--- config.mk ---
export PLATFORM = sky130hd
export DESIGN_NAME = aibcr3_dcc_dlyctrl
export DESIGN_NICKNAME = d
export VERILOG_FILES = /design/src/rtl/aibcr3_dcc_pkg.sv /design/src/rtl/aibcr3_dcc_therm_dec.sv /design/src/rtl/aibcr3_dcc_dlyctrl.sv
export SDC_FILE = /design/constraint.sdc
export NUM_CORES = 1
export LEC_CHECK = 0
export ABC_AREA = 1
export CAP_MARGIN = 30
export CORE_ASPECT_RATIO = 0.7
export CORE_MARGIN = 1
export CORE_UTILIZATION = 30
export DETAILED_ROUTE_END_ITERATION = 8
export MAX_ROUTING_LAYER = met4
export SYNTH_ARGS = -nofsm -noshare
export SYNTH_HDL_FRONTEND = slang
export SYNTH_SLANG_ARGS = --single-unit
--- constraint.sdc ---
create_clock -name clk -period 6.56 [get_ports clk]
set_clock_uncertainty 0.1 [all_clocks]
set_input_delay 1.64 -clock clk [delete_from_list [all_inputs] [get_ports clk]]
set_output_delay 1.64 -clock clk [all_outputs]
set_load 0.02 [all_outputs]
--- src/rtl/aibcr3_dcc_pkg.sv ---
// Shared definitions for the DCC delay-chain controller: defaults, FSM states
// and detector-window vote thresholds.
package aibcr3_dcc_pkg;

  localparam int unsigned DEF_CODE_W     = 5;
  localparam int unsigned DEF_SETTLE_CYC = 16;
  localparam int unsigned DEF_FILT_W     = 3;

  typedef enum logic [2:0] {
    ST_IDLE,
    ST_SETTLE,
    ST_SAMPLE,
    ST_DECIDE,
    ST_TRK_SETTLE,
    ST_TRK_SAMPLE,
    ST_TRK_DECIDE
  } dcc_state_e;

  // Vote thresholds as a count of dc_hi=1 cycles in a 2**filt_w window
  function automatic int unsigned win_half(input int unsigned filt_w);
    return (2 ** filt_w) / 2;
  endfunction

  function automatic int unsigned win_hi(input int unsigned filt_w);
    return (3 * (2 ** filt_w)) / 4;
  endfunction

  function automatic int unsigned win_lo(input int unsigned filt_w);
    return (2 ** filt_w) / 4;
  endfunction

endpackage

--- src/rtl/aibcr3_dcc_therm_dec.sv ---
// Registered binary-to-thermometer decoder; the code and its thermometer
// image come out of the same register so they always change together.
module aibcr3_dcc_therm_dec
  import aibcr3_dcc_pkg::*;
#(
  parameter int unsigned CODE_W = DEF_CODE_W,
  localparam int unsigned NCELL = 2 ** CODE_W - 1
) (
  input  logic              clk,
  input  logic              rst,
  input  logic [CODE_W-1:0] code_d,
  output logic [CODE_W-1:0] code_q,
  output logic [NCELL-1:0]  bk
);

  logic [NCELL-1:0] bk_d;

  always_comb begin
    bk_d = '0;
    for (int unsigned k = 0; k < NCELL; k++) begin
      bk_d[k] = (k < 32'(code_d));
    end
  end

  always_ff @(posedge clk or posedge rst) begin
    if (rst) begin
      code_q <= '0;
      bk     <= '0;
    end else begin
      code_q <= code_d;
      bk     <= bk_d;
    end
  end

endmodule

--- src/rtl/aibcr3_dcc_dlyctrl.sv ---
// DCC delay-chain controller: SAR search of the delay code from the duty-cycle
// detector, then filtered up/down tracking, driving a registered thermometer bus.
module aibcr3_dcc_dlyctrl
  import aibcr3_dcc_pkg::*;
#(
  parameter int unsigned CODE_W     = DEF_CODE_W,
  parameter int unsigned SETTLE_CYC = DEF_SETTLE_CYC,
  parameter int unsigned FILT_W     = DEF_FILT_W,
  localparam int unsigned NCELL     = 2 ** CODE_W - 1
) (
  input  logic              clk,
  input  logic              rst,
  input  logic              dcc_en,
  input  logic              dcc_freeze,
  input  logic              dc_hi,
  input  logic              code_ovr_en,
  input  logic [CODE_W-1:0] code_ovr,
  output logic [NCELL-1:0]  bk,
  output logic [CODE_W-1:0] dcc_code,
  output logic              dcc_lock,
  output logic              dcc_err
);

  localparam int unsigned WIN    = 2 ** FILT_W;
  localparam int unsigned IDX_W  = (CODE_W > 1) ? $clog2(CODE_W) : 1;
  localparam int unsigned CNT_W  = $clog2((SETTLE_CYC > WIN) ? SETTLE_CYC : WIN) + 1;
  localparam int unsigned ONES_W = FILT_W + 1;

  localparam logic [CODE_W-1:0] CODE_MAX = '1;
  localparam logic [CODE_W-1:0] CODE_MID = CODE_W'(1) << (CODE_W - 1);
  localparam logic [ONES_W-1:0] THR_HALF = ONES_W'(win_half(FILT_W));
  localparam logic [ONES_W-1:0] THR_HI   = ONES_W'(win_hi(FILT_W));
  localparam logic [ONES_W-1:0] THR_LO   = ONES_W'(win_lo(FILT_W));

  dcc_state_e        state, state_n;
  logic [CNT_W-1:0]  cnt, cnt_n;
  logic [ONES_W-1:0] ones, ones_n;
  logic [IDX_W-1:0]  idx, idx_n, idx_m1;
  logic              lock_n, err_n;
  logic [CODE_W-1:0] code_n;
  logic              abort;

  assign idx_m1 = idx - IDX_W'(1);
  assign abort  = (state != ST_IDLE) && (!dcc_en || code_ovr_en);

  always_ff @(posedge clk or posedge rst) begin
    if (rst) begin
      state    <= ST_IDLE;
      cnt      <= '0;
      ones     <= '0;
      idx      <= '0;
      dcc_lock <= 1'b0;
      dcc_err  <= 1'b0;
    end else begin
      state    <= state_n;
      cnt      <= cnt_n;
      ones     <= ones_n;
      idx      <= idx_n;
      dcc_lock <= lock_n;
      dcc_err  <= err_n;
    end
  end

  always_comb begin
    state_n = state;
    cnt_n   = cnt;
    ones_n  = ones;
    idx_n   = idx;
    lock_n  = dcc_lock;
    err_n   = dcc_err;
    code_n  = dcc_code;
    // Abort wins over every state; an override request lands here first and
    // is applied from IDLE on the following edge.
    if (abort) begin
      state_n = ST_IDLE;
      cnt_n   = '0;
      ones_n  = '0;
      code_n  = '0;
      lock_n  = 1'b0;
      err_n   = 1'b0;
    end else begin
      unique case (state)
        ST_IDLE: begin
          lock_n = 1'b0;
          if (code_ovr_en) begin
            code_n = code_ovr;
          end else if (dcc_en) begin
            idx_n   = IDX_W'(CODE_W - 1);
            code_n  = CODE_MID;
            cnt_n   = '0;
            ones_n  = '0;
            err_n   = 1'b0;
            state_n = ST_SETTLE;
          end
        end
        ST_SETTLE, ST_TRK_SETTLE: begin
          ones_n = '0;
          if (cnt == CNT_W'(SETTLE_CYC - 1)) begin
            cnt_n   = '0;
            state_n = (state == ST_SETTLE) ? ST_SAMPLE : ST_TRK_SAMPLE;
          end else begin
            cnt_n = cnt + CNT_W'(1);
          end
        end
        ST_SAMPLE, ST_TRK_SAMPLE: begin
          ones_n = ones + ONES_W'(dc_hi);
          if (cnt == CNT_W'(WIN - 1)) begin
            cnt_n   = '0;
            state_n = (state == ST_SAMPLE) ? ST_DECIDE : ST_TRK_DECIDE;
          end else begin
            cnt_n = cnt + CNT_W'(1);
          end
        end
        ST_DECIDE: begin
          if (!(ones > THR_HALF)) code_n[idx] = 1'b0;
          if (idx != '0) begin
            code_n[idx_m1] = 1'b1;
            idx_n          = idx_m1;
            state_n        = ST_SETTLE;
          end else begin
            lock_n  = 1'b1;
            state_n = ST_TRK_SETTLE;
          end
        end
        ST_TRK_DECIDE: begin
          state_n = ST_TRK_SETTLE;
          if (!dcc_freeze) begin
            if (ones >= THR_HI) begin
              if (dcc_code == CODE_MAX) err_n = 1'b1;
              else code_n = dcc_code + CODE_W'(1);
            end else if (ones <= THR_LO) begin
              if (dcc_code == '0) err_n = 1'b1;
              else code_n = dcc_code - CODE_W'(1);
            end
          end
        end
        default: state_n = ST_IDLE;
      endcase
    end
  end

  aibcr3_dcc_therm_dec #(
    .CODE_W(CODE_W)
  ) u_therm_dec (
    .clk    (clk),
    .rst    (rst),
    .code_d (code_n),
    .code_q (dcc_code),
    .bk     (bk)
  );

endmodule

======== Word-level counts from Yosys, hierarchy flattened ========
Cells that the tools add are included.
operators by class
  $add $sub $neg .......................... 5
  order comparisons ....................... 38
  equality and inequality tests ........... 21
  muxes and demuxes ....................... 52
  bitwise gates (word level) .............. 4
  reductions and logical operators ........ 20
operators by type and width
  cell                                                                                 count
  5-bit 2-to-1 mux                                                                     17
  5-bit less-than comparator, first input constant                                     15
  4-bit by 5-bit less-than comparator with 1-bit output, first input constant          8
  3-bit 2-to-1 mux                                                                     11
  5-bit one-hot mux with 3 select lines                                                2
  3-bit by 5-bit less-than comparator with 1-bit output, first input constant          4
  3-bit inequality test, second input constant                                         6
  3-bit one-hot mux with 5 select lines                                                1
  1-bit 2-to-1 mux                                                                     12
  4-bit 2-to-1 mux                                                                     3
  4-bit inequality test, second input constant                                         3
  4-bit one-hot mux with 3 select lines                                                1
  3-bit nonzero test                                                                   4
  5-bit by 1-bit adder with 5-bit output, second input constant                        2
  1-bit by 5-bit less-than comparator with 1-bit output, first input constant          2
  2-bit by 5-bit less-than comparator with 1-bit output, first input constant          2
  3-bit == test, second input constant                                                 3
  3-bit by 4-bit less-than comparator with 1-bit output, second input constant         2
  7-bit AND reduction                                                                  1
  1-bit demux with 3-bit select                                                        2
  3-bit by 2-bit == test with 1-bit output, second input constant                      2
  3-bit by 1-bit greater-or-equal comparator with 1-bit output, second input constant  2
  2-bit inequality test, second input constant                                         3
  3-bit one-hot mux with 2 select lines                                                1
  27 further kinds                                                                     31
storage, ports and cells
  bits in registers ....................... 53
  input bits .............................. 11
  logic and storage cells ................. 148

======== Depth between registers and ports, before layout ========
Gate-level depths: netlist (run 1).
  depth in word-level cells ............... 14
  depth in mapped cells ................... 19
  mapped depth without buffers ............ 18

======== Cells and area by module ========
Synthesis (run 1) repeated with hierarchy kept, for this count alone.
second synthesis, totals
  cells, all modules ...................... 347
  area total of the unflattened synthesis .. 2869.0 µm²
by module, submodules not included
  module                instances  cells each  area each (µm²)
  aibcr3_dcc_dlyctrl    1          254         1686.6
  aibcr3_dcc_therm_dec  1          93          1182.4

======== Worst setup path before layout (run 1) ========
No wires, ideal clock.
  path kind ............................... input-to-reg
  start ................................... input dcc_en
  end ..................................... register u_therm_dec.bk[28]
  arrival ................................. 2.785 ns
  data required time ...................... 6.387 ns
  slack ................................... 3.601 ns
  stages .................................. 10
  buffers on the path ..................... 2
  cell sequence ........................... inv_1 > nor2_1 > nor2_4 > inv_1 > buf_4 > nand2_2 > buf_6 > nor2_4 > nand2_1 > a21oi_2
between the ends
  word-level cells in the longest chain between the ends .. 5
ends and longest elaborated chain
  element                                                                            line                                                text
  start: declaration                                                                 aibcr3_dcc_dlyctrl.sv:13                            input logic dcc_en,
  5-bit 2-to-1 mux / 1-bit logical NOT (equally long branches)                       aibcr3_dcc_dlyctrl.sv:87, aibcr3_dcc_dlyctrl.sv:44
  5-bit 2-to-1 mux / 1-bit logical OR (equally long branches)                        aibcr3_dcc_dlyctrl.sv:85, aibcr3_dcc_dlyctrl.sv:44
  5-bit one-hot mux with 3 select lines / 1-bit logical AND (equally long branches)  aibcr3_dcc_dlyctrl.sv:82, aibcr3_dcc_dlyctrl.sv:44
  5-bit 2-to-1 mux *                                                                 aibcr3_dcc_dlyctrl.sv:74                            if (abort) begin
  5-bit less-than comparator *                                                       aibcr3_dcc_therm_dec.sv:21                          bk_d[k] = (k < 32'(code_d));
  net u_therm_dec.bk_d[28]                                                           aibcr3_dcc_therm_dec.sv:16                          logic [NCELL-1:0] bk_d;
  end signal: assignment                                                             aibcr3_dcc_therm_dec.sv:31                          bk <= bk_d;
  end: declaration                                                                   aibcr3_dcc_therm_dec.sv:13                          output logic [NCELL-1:0] bk
The timed path passes the listed nets; every way through them passes the cells marked *.
A chain may end at the register's enable or synchronous reset.

======== Worst setup path in the final report (run 1) ========
  start ................................... input code_ovr_en
  end ..................................... register u_therm_dec.bk[16]
between the ends
  word-level cells in the longest chain between the ends .. 4
ends and longest elaborated chain
  element                                                                            line                                                text
  start: declaration                                                                 aibcr3_dcc_dlyctrl.sv:16                            input logic code_ovr_en,
  5-bit 2-to-1 mux / 1-bit logical OR (equally long branches)                        aibcr3_dcc_dlyctrl.sv:85, aibcr3_dcc_dlyctrl.sv:44
  5-bit one-hot mux with 3 select lines / 1-bit logical AND (equally long branches)  aibcr3_dcc_dlyctrl.sv:82, aibcr3_dcc_dlyctrl.sv:44
  5-bit 2-to-1 mux *                                                                 aibcr3_dcc_dlyctrl.sv:74
  5-bit less-than comparator *                                                       aibcr3_dcc_therm_dec.sv:21
  net u_therm_dec.bk_d[16]                                                           aibcr3_dcc_therm_dec.sv:16
Marks and branches as above.

==> results of run 1 <==
-- sequential cells by signal, summed over array words and instances, names as in the netlist --
| signal | cells |
|---|---|
| ones | 4 |
| u_therm_dec.code_q | 4 |
| dcc_err | 1 |
| u_therm_dec.bk | 31 |
| cnt | 5 |
| state | 3 |
| idx | 3 |
| dcc_lock | 1 |
-- critical path, stage by stage --
cell and delay (ns):
clkdlybuf4s50_1 0.51, nor2_1 0.35, nor2_4 0.12, inv_1 0.37
nand2_2 0.29, nor2_1 0.21, nand3_1 0.09, nand2_1 0.10
o21ai_1 0.07
-- logic make-up after synthesis --
logic type / after synthesis
flip-flops: 52
buffers and inverters: 61
XOR/XNOR: 2
adder cells (fa/ha/maj): 9
AO/OA/AOI/OAI: 51
AND/OR/NAND/NOR: 208
-- layout make-up --
class,count,area (um^2)
clock inverters,3,27.5
repair buffers,49,500
well taps,124,155
clock buffers,5,125
fillers,931,5570
flip-flops and latches,52,1300
inverters,56,210
multi-input cells,270,1400
-- per-layer routing --
metal | GRT usage, % | wire [um] | up-vias
met2 | 22.4 | 3270 | 75
met4 | 3.48 | 44 | 0
met3 | 2.49 | 377 | 2
li1 | - | - | 1328
met5 | - | 0 | -
met1 | 22.7 | 3800 | 1260
-- metrics by stage --
| step | util [%] | cells | setup WS, ns | instance area (um^2) |
|---|---|---|---|---|
| 6_report | 40.1 | 559 | 2.87 | 3720 |
| 2_1_floorplan | - | 383 | 3.56 | 2950 |
| 3_5_place_dp | 38.4 | 551 | 2.58 | 3570 |
| 4_1_cts | 40.1 | 559 | 2.87 | 3720 |
| 3_3_place_gp | 38.2 | 550 | 2.63 | 3550 |
| 5_1_grt | 40.1 | 559 | 2.69 | 3720 |
-- power breakdown --
| group | switching [uW] | internal (uW) | leakage, uW |
|---|---|---|---|
| Sequential | 79.8 | 412 | 0.000694 |
| Combinational | 636 | 327 | 0.00110 |
| Clock | 124 | 145 | 0.0000719 |
| Total | 839 | 884 | 0.00187 |
-- how the worst max path moves through the flow --
stage | startpoint | to | slack [ns] | cells after the start
2_1_floorplan | rst | cnt[0] | 3.56 | 1
5_1_grt | code_ovr_en | u_therm_dec.bk[2] | 2.69 | 11
4_1_cts | code_ovr_en | u_therm_dec.bk[16] | 2.87 | 9
3_5_place_dp | code_ovr_en | u_therm_dec.bk[16] | 2.58 | 9
6_report | code_ovr_en | u_therm_dec.bk[16] | 2.87 | 9
3_3_place_gp | code_ovr_en | u_therm_dec.bk[18] | 2.63 | 11
-- synthesized netlist by cell type, drive strengths merged (2+ instances only) --
library cell | instances | share of area, %
nand2 | 121 | 17
buf | 4 | 1.1
nor3 | 3 | 0.51
a21oi | 17 | 3.4
a31oi | 3 | 0.64
dfrtp | 52 | 44
clkinv | 2 | 0.25
nand3 | 32 | 5.6
nor2 | 43 | 8.1
nand4 | 8 | 1.7
ha | 9 | 3.8
o21ai | 24 | 4.2
o22ai | 3 | 0.64
inv | 54 | 6.9
==> results.py, run 1 <==
metrics = {
    "synthesis": {
        "synthCells": 383,
        "ys_ff_latch": 52,
        "synth_ff_type": "dfrtp_1",
        "synth-seq-area-share_pct": 44.1,
        "synth_cell_types": 34,
        "async_reset_ff_share_pct": 100,
        "yosys.area_share.simple_pct": 33.1,
        "yosys.area_share.adder_pct": 3.82,
        "synth-edff-count": 0,
        "muxShareOfSynthArea_pct": 0,
        "synth_top_family_by_area": "simple AND/OR/NAND/NOR gates",
        "synth_compound_area_share_pct": 10.0,
        "synth_nets": 403,
        "synthesis.area_um2": 2950,
        "avgSynthCellArea_um2": 7.71,
        "synthXorXnorAreaFrac_pct": 0.593,
        "yosysWarnings": 0,
    },
    "sta": {
        "post-route-min-period_ns": 3.69,
        "timing.final.crit_share_pct": 56.2,
        "holdWs_ns": 0.437,
        "worstMarginPinSlew_ns": 0.830,
        "slew_headroom_pct": 44.2,
        "fmax_mhz": 271,
        "rsz0062_at_grt": "false",
        "report.final.slew_viol_count": 0,
        "tns_ns": 0,
        "finalSetupViolations": 0,
        "finalHoldViolCount": 0,
    },
    "critical_path": {
        "worstPathRequired_ns": 6.62,
        "critPathKind": "input pin to register",
        "rr_worst_depth": 14,
        "reg2reg_from": "idx[0]",
        "r2r_slack_ns": 3.93,
        "start_kind": "input pin",
        "crit_arrival_ns": 3.75,
        "reg2reg_to": "u_therm_dec.bk[12]",
        "worstSetupEndpointType": "register",
        "worstPathMaxFanout": 12,
    },
    "clock_tree": {
        "cts_sinks": 52,
        "root_buffer": "clkbuf_16",
        "cts_setup_buffers": 0,
        "cts_hold_buf": 0,
        "cts_tree": "done",
        "insertion_delay_ns": 0.29,
        "path_clk_slew_ns": 0.07,
        "ctsResizeCount": 0,
        "h-tree-depth": 2,
        "ctsLongestPathBuffers": 2,
        "cts_buffers": 5,
    },
    "route": {
        "vias": 2665,
        "route.detailed.drc": 0,
        "drt_iter0_markers": 185,
        "detail_route.wl_per_cell_um": 13.4,
        "firstDrtPassIters": 5,
        "routed_wirelength_mm": 7.49,
        "routed_via_density": 4.77,
        "ant_nets": 0,
    },
    "outcome": {
        "status": "complete, no violations",
    },
    "finish": {
        "area_growth_pct": 26.2,
        "diodes": 0,
        "final_common_cell": "nand2_1",
        "layout_common_cells": "109 x nand2_1, 52 x dfrtp_1, 48 x clkdlybuf4s50_1",
        "final_nets": 454,
        "drive_gt1_share_pct": 11.3,
    },
    "die": {
        "coreArea_um2": 9290,
        "fp-row-count": 29,
        "die_x_um": 121,
        "ios": 49,
        "die_area_um2": 10200,
        "fp.dieH_um": 85.0,
        "start_util_pct": 31.8,
    },
    "grt": {
        "track_usage_pct": 15.5,
        "grt_pass1_wl_mm": 12.1,
        "grt_pass1_vias": 2446,
        "grt_antenna_before_repair": 0,
        "overflow": 0,
        "grt_max_degree": 36,
    },
    "worst_hold_path": {
        "hold_path.class": "register to register",
        "whs_endpoint": "dcc_lock",
        "hold_start": "dcc_lock",
        "holdPathStages": 2,
    },
    "power_and_ir_drop": {
        "power.density_nw_per_um2": 463,
        "ir_drop_uv": 159,
        "p_leak_uw": 0.00187,
        "p_total_uw": 1720,
    },
    "placement": {
        "port-buffer-count": 48,
        "routabilityCongestion": 0.887,
        "dpl.hpwl_mm": 5.74,
    },
    "job": {
        "maxCapViolations": 0,
    },
}
Note: power is estimated with default switching activity, not from simulation.
==> inputs of run 2 (changes only) <==
Clock period 6.56 ns to 3.05 ns, I/O delays scaled along.
==> run 2 against run 1 <==
Sequential cell count did not move. Critical path type is now register to register. Critical endpoint is now u_therm_dec.bk[10]. Largest power group unchanged. Critical path depth rose by 5. Count of clock-buffer cells in the layout did not move. Die area did not move. Highest routed layer unchanged. Final area rose by 0.81%. Sequential power rose by 110%.
==> results.py, run 2 (same netlist as run 1, synthesis figures left out) <==
metrics = {
    "outcome": {
        "status": "complete, no violations",
    },
    "power_and_ir_drop": {
        "pwr-share-comb_pct": 56.1,
        "power_switching_uw": 1800,
        "p_int_uw": 1930,
        "switching_share_pct": 48.2,
        "p_leak_uw": 0.00189,
        "p_clk_share_pct": 15.6,
        "ir_drop_uv": 319,
        "power.density_nw_per_um2": 994,
        "p_total_uw": 3730,
        "seqPwrFrac_pct": 28.3,
    },
    "grt": {
        "globalRouteMet2Util_pct": 22.4,
        "grt.busiest_layer": "met1",
        "grt_antenna_before_repair": 0,
        "grt_pass1_vias": 2460,
        "met1_usage_pct": 23.8,
        "use_met3_pct": 2.42,
        "track_usage_pct": 16.0,
        "grt_max_degree": 29,
        "grt_pass1_wl_mm": 12.3,
        "overflow": 0,
    },
    "finish": {
        "final_nets": 458,
        "diodes": 0,
        "largest_registers": "u_therm_dec.bk (31), cnt (5)",
        "final_common_cell": "nand2_1",
        "fillCellCount": 973,
        "area_growth_pct": 27.2,
        "largest_reg_flops": 31,
        "regMostFlops": "u_therm_dec.bk",
        "layout_common_cells": "109 x nand2_1, 52 x dfrtp_1, 48 x clkdlybuf4s50_1",
        "drive_gt1_share_pct": 12.1,
    },
    "clock_tree": {
        "cts_tree": "done",
        "insertion_delay_ns": 0.29,
        "ctsResizeCount": 0,
        "path_clk_slew_ns": 0.07,
        "h-tree-depth": 2,
        "cts_setup_buffers": 0,
        "cts_hold_buf": 0,
        "ctsLongestPathBuffers": 2,
        "root_buffer": "clkbuf_16",
        "cts_buffers": 5,
        "cts_sinks": 52,
    },
    "placement": {
        "routabilityCongestion": 0.878,
        "dpl.hpwl_mm": 5.82,
        "port-buffer-count": 48,
    },
    "job": {
        "maxCapViolations": 0,
    },
    "die": {
        "die_area_um2": 10200,
        "fp.dieH_um": 85.0,
        "start_util_pct": 31.8,
        "ios": 49,
        "coreArea_um2": 9290,
        "die_x_um": 121,
        "fp-row-count": 29,
    },
    "route": {
        "routed_wirelength_mm": 7.54,
        "detail_route.wl_per_cell_um": 13.4,
        "drt_iter0_markers": 278,
        "firstDrtPassIters": 5,
        "ant_nets": 0,
        "route.detailed.drc": 0,
        "routed_via_density": 4.62,
        "vias": 2600,
    },
    "sta": {
        "worstMarginPinSlew_ns": 0.590,
        "slew_headroom_pct": 60.6,
        "report.final.slew_viol_count": 0,
        "fmax_mhz": 376,
        "finalHoldViolCount": 0,
        "finalSetupViolations": 0,
        "timing.final.crit_share_pct": 87.2,
        "post-route-min-period_ns": 2.66,
        "tns_ns": 0,
        "rsz0062_at_grt": "false",
        "holdWs_ns": 0.434,
    },
    "critical_path": {
        "worstPathRequired_ns": 3.14,
        "critPathKind": "register to register",
        "rr_worst_depth": 14,
        "worstSetupEndpointType": "register",
        "crit_arrival_ns": 2.75,
        "start_kind": "register",
        "worstPathMaxFanout": 8,
    },
    "worst_hold_path": {
        "hold_path.class": "register to register",
        "holdPathStages": 2,
    },
}
run 2: cell types whose count changed in the layout (fill, tap and decap cells not counted):
cell   delta
buf_4     +4
run 2: final timing paths:
path                         start                    end  slack, ns
min reg2reg                ones[0]                ones[0]       0.43
max                         idx[0]     u_therm_dec.bk[10]       0.39
min                        ones[0]                ones[0]       0.43
max reg2reg                 idx[0]     u_therm_dec.bk[10]       0.39
max in group asynchronous      rst  u_therm_dec.code_q[3]       1.54
min in group asynchronous      rst      u_therm_dec.bk[3]       0.76
run 2: through the flow:
stage	cells	setup slack, ns	instance area, um^2	utilization, %
2_1_floorplan	383	0.877	2950	-
3_3_place_gp	555	0.237	3600	38.8
3_5_place_dp	555	0.212	3600	38.8
4_1_cts	563	0.430	3750	40.4
5_1_grt	563	0.181	3750	40.4
6_report	563	0.389	3750	40.4
run 2: power groups by stage:
stage	sequential, uW	combinational, uW	clock (uW)
detailed placement	1070	2080	0
global placement	1070	2060	0
finish	1050	2090	582
CTS	1060	2090	594
floorplan	1180	1300	0
global route	1080	2330	626
run 2: cell type report:
cell class | instances | area (um^2) | share of cell area [%]
clock inverters | 3 | 27.5 | 0.733
inverters | 56 | 210 | 5.60
clock buffers | 5 | 125 | 3.33
repair buffers | 53 | 531 | 14.1
multi-input cells | 270 | 1400 | 37.4
flip-flops and latches | 52 | 1300 | 34.7
well taps | 124 | 155 | 4.13
run 2: metal layers:
layer / vias to the layer above / wire, um
li1: 1339 / -
met1: 1199 / 4000
met2: 58 / 3170
met3: 4 / 299
met4: 0 / 63
met5: - / 0
run 2: worst max-delay path, stage by stage (launching register included):
cell and delay [ns]:
dfrtp_1 0.41, clkinv_1 0.23, ha_1 0.27, ha_1 0.29, inv_1 0.06, nor2_1 0.13
nand3_1 0.08, o21ai_1 0.21, a21oi_2 0.06, nand2_2 0.15, nand2_4 0.10, nor2_1 0.18
nand3_1 0.15, nand2_1 0.10, inv_1 0.04
==> inputs of run 3 (changes only) <==
Settings changed: CAP_MARGIN 30 to 20.
==> results of run 3 <==
Same layout as run 2: the final DEF is identical, and so are final timing and power.
